$ cat src/rtl/debug_run_ctrl_pkg.sv
// Shared encodings for the debugger run controller.
// Optional breakpoint stop is enabled with DEBUG_BREAKPOINT_EN.
package debug_pkg;

    typedef enum logic [2:0] {
        RUN_IDLE      = 3'd0,
        RUN_RUN       = 3'd1,
        RUN_STEP_WAIT = 3'd2,
        RUN_SEND      = 3'd3,
        RUN_WAIT_SEND = 3'd4,
        RUN_DONE      = 3'd5
    } run_state_e;

    localparam logic [1:0] MODE_CONT  = 2'b00;
    localparam logic [1:0] MODE_STEP  = 2'b01;
    localparam logic [1:0] MODE_NSTEP = 2'b10;

    localparam int unsigned TIMEOUT_DEFAULT = 1048576;

endpackage

$ cat src/rtl/debug_run_ctrl_if.sv
// Command/pipeline/sender bundle for the run controller.
// Breakpoint signals exist only with DEBUG_BREAKPOINT_EN.
interface debug_run_ctrl_if #(
    parameter int unsigned CLK_CNT_W  = 32,
    parameter int unsigned STEP_CNT_W = 16
`ifdef DEBUG_BREAKPOINT_EN
    , parameter int unsigned PC_W = 32
`endif
);
    logic                  is_start;
    logic [1:0]            i_mode;
    logic [STEP_CNT_W-1:0] i_step_count;
    logic                  is_step_req;
    logic                  is_stop_pipe;
    logic                  is_done_send;
    logic                  is_abort;
    logic                  os_step;
    logic                  os_start_send;
    logic                  os_done;
    logic [CLK_CNT_W-1:0]  o_clk_count;
    logic                  o_busy;
    logic                  o_timeout;
    logic [2:0]            o_state;
`ifdef DEBUG_BREAKPOINT_EN
    logic [PC_W-1:0]       i_pc;
    logic [PC_W-1:0]       i_bp_addr;
    logic                  i_bp_valid;
`endif

    modport master (
        output is_start, i_mode, i_step_count, is_step_req,
        output is_stop_pipe, is_done_send, is_abort,
`ifdef DEBUG_BREAKPOINT_EN
        output i_pc, i_bp_addr, i_bp_valid,
`endif
        input  os_step, os_start_send, os_done, o_clk_count,
        input  o_busy, o_timeout, o_state
    );

    modport slave (
        input  is_start, i_mode, i_step_count, is_step_req,
        input  is_stop_pipe, is_done_send, is_abort,
`ifdef DEBUG_BREAKPOINT_EN
        input  i_pc, i_bp_addr, i_bp_valid,
`endif
        output os_step, os_start_send, os_done, o_clk_count,
        output o_busy, o_timeout, o_state
    );

endinterface

$ cat src/rtl/debug_cycle_counter.sv
// Saturating executed-cycle counter with clear, enable and equality compare.
module debug_cycle_counter #(
    parameter int unsigned W = 32
) (
    input  logic         clk,
    input  logic         rst,
    input  logic         clr,
    input  logic         en,
    input  logic [W-1:0] limit,
    output logic [W-1:0] count,
    output logic         hit
);

    always_ff @(posedge clk or negedge rst) begin
        if (!rst) begin
            count <= '0;
        end else if (clr) begin
            count <= '0;
        end else if (en && count != '1) begin
            count <= count + 1'b1;
        end
    end

    assign hit = (count == limit);

endmodule

$ cat src/rtl/debug_run_ctrl.sv
// Debugger run controller: continuous, single-step and N-step pipeline runs.
// Define DEBUG_BREAKPOINT_EN to add a PC breakpoint stop condition.
module debug_run_ctrl
    import debug_pkg::*;
#(
    parameter int unsigned CLK_CNT_W      = 32,
    parameter int unsigned STEP_CNT_W     = 16,
    parameter int unsigned TIMEOUT_CYCLES = TIMEOUT_DEFAULT
`ifdef DEBUG_BREAKPOINT_EN
    , parameter int unsigned PC_W = 32
`endif
) (
    input logic             clk,
    input logic             rst,
    debug_run_ctrl_if.slave bus
);

    localparam logic [CLK_CNT_W-1:0] WD_LIMIT = CLK_CNT_W'(TIMEOUT_CYCLES);

    run_state_e            state;
    logic [1:0]            mode;
    logic [STEP_CNT_W-1:0] remaining;
    logic                  halted;
    logic                  timeout;
    logic [CLK_CNT_W-1:0]  count;
    logic                  cnt_hit;
    logic                  wd_hit;
    logic                  bp_hit;
    logic                  nstep;
    logic                  sstep;
    logic                  stop_cond;
    logic                  step;
    logic                  accept;

`ifdef DEBUG_BREAKPOINT_EN
    assign bp_hit = bus.i_bp_valid & (bus.i_pc == bus.i_bp_addr);
`else
    assign bp_hit = 1'b0;
`endif

    assign nstep     = (mode == MODE_NSTEP);
    assign sstep     = (mode == MODE_STEP);
    assign wd_hit    = (TIMEOUT_CYCLES != 0) & cnt_hit;
    assign stop_cond = bus.is_stop_pipe | bus.is_abort | wd_hit | bp_hit
                     | (nstep & (remaining == '0));
    assign accept    = (state == RUN_IDLE) & bus.is_start;

    // A single step is withheld when abort or a prior halt ends the session.
    assign step = ((state == RUN_RUN) & ~stop_cond)
                | ((state == RUN_STEP_WAIT) & bus.is_step_req
                   & ~bus.is_abort & ~halted);

    debug_cycle_counter #(.W(CLK_CNT_W)) u_cnt (
        .clk   (clk),
        .rst   (rst),
        .clr   (accept),
        .en    (step),
        .limit (WD_LIMIT),
        .count (count),
        .hit   (cnt_hit)
    );

    always_ff @(posedge clk or negedge rst) begin
        if (!rst) begin
            state     <= RUN_IDLE;
            mode      <= MODE_CONT;
            remaining <= '0;
            halted    <= 1'b0;
            timeout   <= 1'b0;
        end else begin
            if (bus.is_stop_pipe | ((state == RUN_STEP_WAIT) & bp_hit))
                halted <= 1'b1;
            unique case (state)
                RUN_IDLE: begin
                    if (bus.is_start) begin
                        mode      <= bus.i_mode;
                        remaining <= bus.i_step_count;
                        halted    <= 1'b0;
                        timeout   <= 1'b0;
                        state     <= (bus.i_mode == MODE_STEP) ?
                                     RUN_STEP_WAIT : RUN_RUN;
                    end
                end
                RUN_RUN: begin
                    if (step & nstep)
                        remaining <= remaining - 1'b1;
                    if (stop_cond) begin
                        state <= RUN_SEND;
                        if (wd_hit)
                            timeout <= 1'b1;
                    end
                end
                RUN_STEP_WAIT: begin
                    if (bus.is_abort | halted)
                        state <= RUN_DONE;
                    else if (bus.is_step_req)
                        state <= RUN_SEND;
                end
                RUN_SEND: state <= RUN_WAIT_SEND;
                RUN_WAIT_SEND: begin
                    if (bus.is_done_send)
                        state <= (sstep & ~halted) ? RUN_STEP_WAIT : RUN_DONE;
                end
                RUN_DONE: state <= RUN_IDLE;
                default:  state <= RUN_IDLE;
            endcase
        end
    end

    assign bus.os_step       = step;
    assign bus.os_start_send = (state == RUN_SEND);
    assign bus.os_done       = (state == RUN_DONE);
    assign bus.o_clk_count   = count;
    assign bus.o_busy        = (state != RUN_IDLE);
    assign bus.o_timeout     = timeout;
    assign bus.o_state       = state;

endmodule

$ cat src/flat_wrapper.sv
// flat-port wrapper written by rule: the top's interface ports become plain ports
module debug_run_ctrl_flat import debug_pkg::*;
#(
    parameter int unsigned CLK_CNT_W      = 32,
    parameter int unsigned STEP_CNT_W     = 16,
    parameter int unsigned TIMEOUT_CYCLES = TIMEOUT_DEFAULT

)
  (clk, rst, bus_is_start, bus_i_mode, bus_i_step_count, bus_is_step_req, bus_is_stop_pipe, bus_is_done_send, bus_is_abort, bus_os_step, bus_os_start_send, bus_os_done, bus_o_clk_count, bus_o_busy, bus_o_timeout, bus_o_state);
  debug_run_ctrl_if #(.CLK_CNT_W(CLK_CNT_W), .STEP_CNT_W(STEP_CNT_W)) bus_i ();
  input logic clk;
  input logic rst;
  input wire logic [$bits(bus_i.is_start)-1:0] bus_is_start;
  input wire logic [$bits(bus_i.i_mode)-1:0] bus_i_mode;
  input wire logic [$bits(bus_i.i_step_count)-1:0] bus_i_step_count;
  input wire logic [$bits(bus_i.is_step_req)-1:0] bus_is_step_req;
  input wire logic [$bits(bus_i.is_stop_pipe)-1:0] bus_is_stop_pipe;
  input wire logic [$bits(bus_i.is_done_send)-1:0] bus_is_done_send;
  input wire logic [$bits(bus_i.is_abort)-1:0] bus_is_abort;
  output wire logic [$bits(bus_i.os_step)-1:0] bus_os_step;
  output wire logic [$bits(bus_i.os_start_send)-1:0] bus_os_start_send;
  output wire logic [$bits(bus_i.os_done)-1:0] bus_os_done;
  output wire logic [$bits(bus_i.o_clk_count)-1:0] bus_o_clk_count;
  output wire logic [$bits(bus_i.o_busy)-1:0] bus_o_busy;
  output wire logic [$bits(bus_i.o_timeout)-1:0] bus_o_timeout;
  output wire logic [$bits(bus_i.o_state)-1:0] bus_o_state;
  assign bus_i.is_start = bus_is_start;
  assign bus_i.i_mode = bus_i_mode;
  assign bus_i.i_step_count = bus_i_step_count;
  assign bus_i.is_step_req = bus_is_step_req;
  assign bus_i.is_stop_pipe = bus_is_stop_pipe;
  assign bus_i.is_done_send = bus_is_done_send;
  assign bus_i.is_abort = bus_is_abort;
  assign bus_os_step = bus_i.os_step;
  assign bus_os_start_send = bus_i.os_start_send;
  assign bus_os_done = bus_i.os_done;
  assign bus_o_clk_count = bus_i.o_clk_count;
  assign bus_o_busy = bus_i.o_busy;
  assign bus_o_timeout = bus_i.o_timeout;
  assign bus_o_state = bus_i.o_state;
  debug_run_ctrl #(.CLK_CNT_W(CLK_CNT_W), .STEP_CNT_W(STEP_CNT_W), .TIMEOUT_CYCLES(TIMEOUT_CYCLES)) u_core (.clk(clk), .rst(rst), .bus(bus_i));
endmodule
$ cat config.mk
export PLATFORM = sky130hd
export DESIGN_NAME = debug_run_ctrl_flat
export DESIGN_NICKNAME = d
export VERILOG_FILES = /design/src/rtl/debug_run_ctrl_pkg.sv /design/src/rtl/debug_run_ctrl_if.sv /design/src/rtl/debug_cycle_counter.sv /design/src/rtl/debug_run_ctrl.sv /design/src/flat_wrapper.sv
export SDC_FILE = /design/constraint.sdc
export NUM_CORES = 1
export LEC_CHECK = 0
export ABC_AREA = 1
export ABC_CLOCK_PERIOD_IN_PS = 2100
export CAP_MARGIN = 30
export CORE_ASPECT_RATIO = 1.5
export CORE_UTILIZATION = 45
export CTS_CLUSTER_DIAMETER = 120
export DETAILED_ROUTE_END_ITERATION = 7
export PLACE_DENSITY = 0.75
export SYNTH_ARGS = -nofsm -noshare
export SYNTH_HDL_FRONTEND = slang
export SYNTH_SLANG_ARGS = --single-unit
$ cat constraint.sdc
create_clock -name clk -period 2.1 [get_ports clk]
set_input_delay 0.525 -clock clk [delete_from_list [all_inputs] [get_ports clk]]
set_output_delay 0.525 -clock clk [all_outputs]
set_load 0.1 [all_outputs]
==> flow_summary_export.csv <==
group,metric,value,unit
grt,overflow,0,
routing,num_vias,4826,
routing,dr.pass1.iters,5,
finish,final_common_cell,"nand2_1",
synth,synth_nets,699,
floorplanning,fp.dieArea,9640,µm²
synth,synth_seq_cells,55,
synth,syn_avg_cell_area,6.21,µm²
pwr,ir_worst_vdd,1.14,mV
timing,rsz0062_at_grt,"yes",
finish,syn2layout_area_growth,46.7,%
cts,htreeDepth,2,
synth,ys_warn_count,0,
timing,slew_violations,0,
pwr,p_comb_share,54.8,%
cts,cts_tree,"done",
timing,fin_crit_sh,103,%
synth,yosysUniqueCellTypes,33,
cts,cts_buffers,5,
pwr,total_leakage_power,3.00,nW
synth,synthCells,670,
run,drv_cap,0,
pwr,p_switching,0.00258,W
critical_path,startpoint,"u_core.remaining[1]",
finish,final_util,68.7,%
pwr,internal-power,0.00305,W
cts,clock_sinks,55,
grt,grt_pass1_vias,4738,
run_status,violations,"setup timing",
floorplanning,io_pins,65,
timing,fin_crit,2150,ps
synth,synth_area,4160,µm²
routing,wl,13600,µm
grt,antenna_found_initial,0,
finish,mostFrequentLayoutCells,"234 x nand2_1, 90 x nor2_1, 78 x nand3_1",
placed_design,portBuffers,64,
timing,max_slew.worst_pin.slew,515,ps
critical_path,worstPathRequired,1570,ps
cts,cts_root_buf,"clkbuf_16",
critical_path,cp_max_fo,2,
cts,clk_latency,300,ps
routing,viasPerCell,5.41,
floorplanning,chipWidth,80.5,µm
pwr,sw_frac_of_total,45.8,%
timing,fin_skew,9.04,ps
finish,final_nets,810,
pwr,p_seq_share,27.6,%
critical_path,end_kind,"output pin",
run_status,status,"complete, but fails checks",
placed_design,placed_area,5680,µm²
grt,grt_usage,30.1,%
timing,relSlewSlack,65.6,%
finish,design_area,6100,µm²
placed_design,hpwl,9980,µm
grt,grt_max_degree,64,
synth,synth_seq_area_share,33.1,%
floorplanning,row_count,42,
floorplanning,die_height,120,µm
critical_path,r2r_slack,100,ps
cts,cts.clk_slew.worst_paths,80,ps
finish,diodes,0,
critical_path,critPathLaunchType,"flop",
cts,clockBufferDepth,2,
placed_design,place_congestion,0.951,
finish,layout-drive-gt1-share,25.1,%
pwr,p_clk_share,17.6,%
critical_path,arrival,1630,ps
critical_path,crit_type,"reg -> out",
routing,ant_nets,0,
grt,grt_pass1_wl,22500,µm
pwr,power.density,922,nW/µm²
routing,wire_per_inst,15.2,µm
timing,setup_viol,1,
routing,drt_iter0_drc,281,
routing,drc,0,
hold_path,hold_path.class,"in -> async",
critical_path,r2r-start,"u_core.u_cnt.count[1]",
timing,fin_ws,-53.0,ps
placed_design,place_ws,-175,ps
floorplanning,core_area,8880,µm²
timing,fmax,464,MHz
timing,finalHoldViolCount,0,
floorplanning,start_util,46.8,%
## cells by family after synthesis
family                     Yosys count  share of synthesized area [%]
AOI/OAI and AO/OA                   22                           3.19
adders and majority gates            4                           1.20
xor gates and xnor gates            20                           4.21
buffers and inverters               95                           9.50
DFF                                 55                           33.1
and+or+nand+nor                    474                           48.8
## power by group through the flow
stage / Combinational, W / Clock (W) / Sequential (W)
global placement: 0.00260 / 0 / 0.00160
floorplan: 0.00158 / 0 / 0.00181
finish: 0.00308 / 0.000988 / 0.00155
global route: 0.00337 / 0.00103 / 0.00157
detailed placement: 0.00268 / 0 / 0.00161
CTS: 0.00299 / 0.00100 / 0.00153
## synthesized netlist by cell type
cell	number	area [µm²]
a21oi_1	4	20.0
a31oi_1	2	12.5
buf_1	8	30.0
buf_2	7	35.0
buf_6	4	45.0
clkbuf_1	6	22.5
dfrtp_1	55	1380
ha_1	4	50.1
inv_1	65	244
inv_2	5	18.8
nand2_1	239	897
nand2_2	2	12.5
nand2_4	1	11.3
nand3_1	79	395
nand3_2	1	10.0
nand3_4	1	17.5
nand3b_1	1	7.51
nand4_1	32	200
nor2_1	103	387
nor2_2	4	25.0
nor3_1	4	20.0
nor3_2	1	10.0
nor4_1	1	6.26
o211ai_1	1	7.51
o21ai_0	11	55.1
o21ai_1	1	5.00
o21ai_4	1	16.3
o221ai_1	1	8.76
o31ai_1	1	7.51
or2_1	1	6.26
or2_2	4	25.0
xnor2_1	10	87.6
xor2_1	10	87.6
## final timing paths
path / endpoint / depth (start not counted)
worst max-delay path: bus_os_step / 8
min in group clk: u_core.mode[1] / 2
worst max register to register: u_core.u_cnt.count[19] / 10
worst min register to register: u_core.mode[1] / 2
worst min-delay path: u_core.u_cnt.count[21] / 1
max in group asynchronous: u_core.u_cnt.count[2] / 2
## area by class of cell
cell class	instances	area (µm²)
timing repair buffer	129	1570
inverter	70	273
fill	763	2780
tap	110	138
sequential	55	1440
clock inverter	2	37.5
clock buffer	6	129
multi-input combinational	520	2520
## metal layers
layer,global-route usage [%],part of all wire (%),vias up
met5,0,0,-
met4,13.5,4.6,0
met3,3.57,3.9,37
met2,56.6,55,163
met1,32.5,36,2281
li1,-,-,2345
## worst max-delay path, stage by stage (launching register included)
cell and delay, ps:
dfrtp_1 380, inv_2 70, ha_4 160, nand3b_1 70, nor2_1 40, nand3_1 100, nand2_2 100, o21ai_4 210
buf_12 200
## sequential cells by signal, summed over array words and instances (netlist names)
| register | cells |
|---|---|
| u_core.mode | 2 |
| u_core.u_cnt.count | 32 |
| u_core.bus.o_timeout | 1 |
| u_core.bus.o_state | 3 |
| u_core.remaining | 16 |
| u_core.halted | 1 |
## timing repair
action,CTS,global route
hold buffers,0,0
endpoints found under the setup margin,1,35
gates resized for setup,21,13
pin swaps,10,4
buffers inserted,17,3
## metrics by stage
| stage | hold WS [ps] | power [W] | std cells | setup TNS, ps |
|---|---|---|---|---|
| after CTS | 192 | 0.00552 | 889 | -62.5 |
| final | 189 | 0.00563 | 892 | -53.0 |
| after floorplan | 229 | 0.00339 | 670 | -25.8 |
| after detailed placement | 497 | 0.00429 | 864 | -7220 |
| after global placement | 494 | 0.00420 | 864 | -5210 |
| after global routing | 222 | 0.00598 | 892 | -129 |
(Power assumes the default switching activity.)
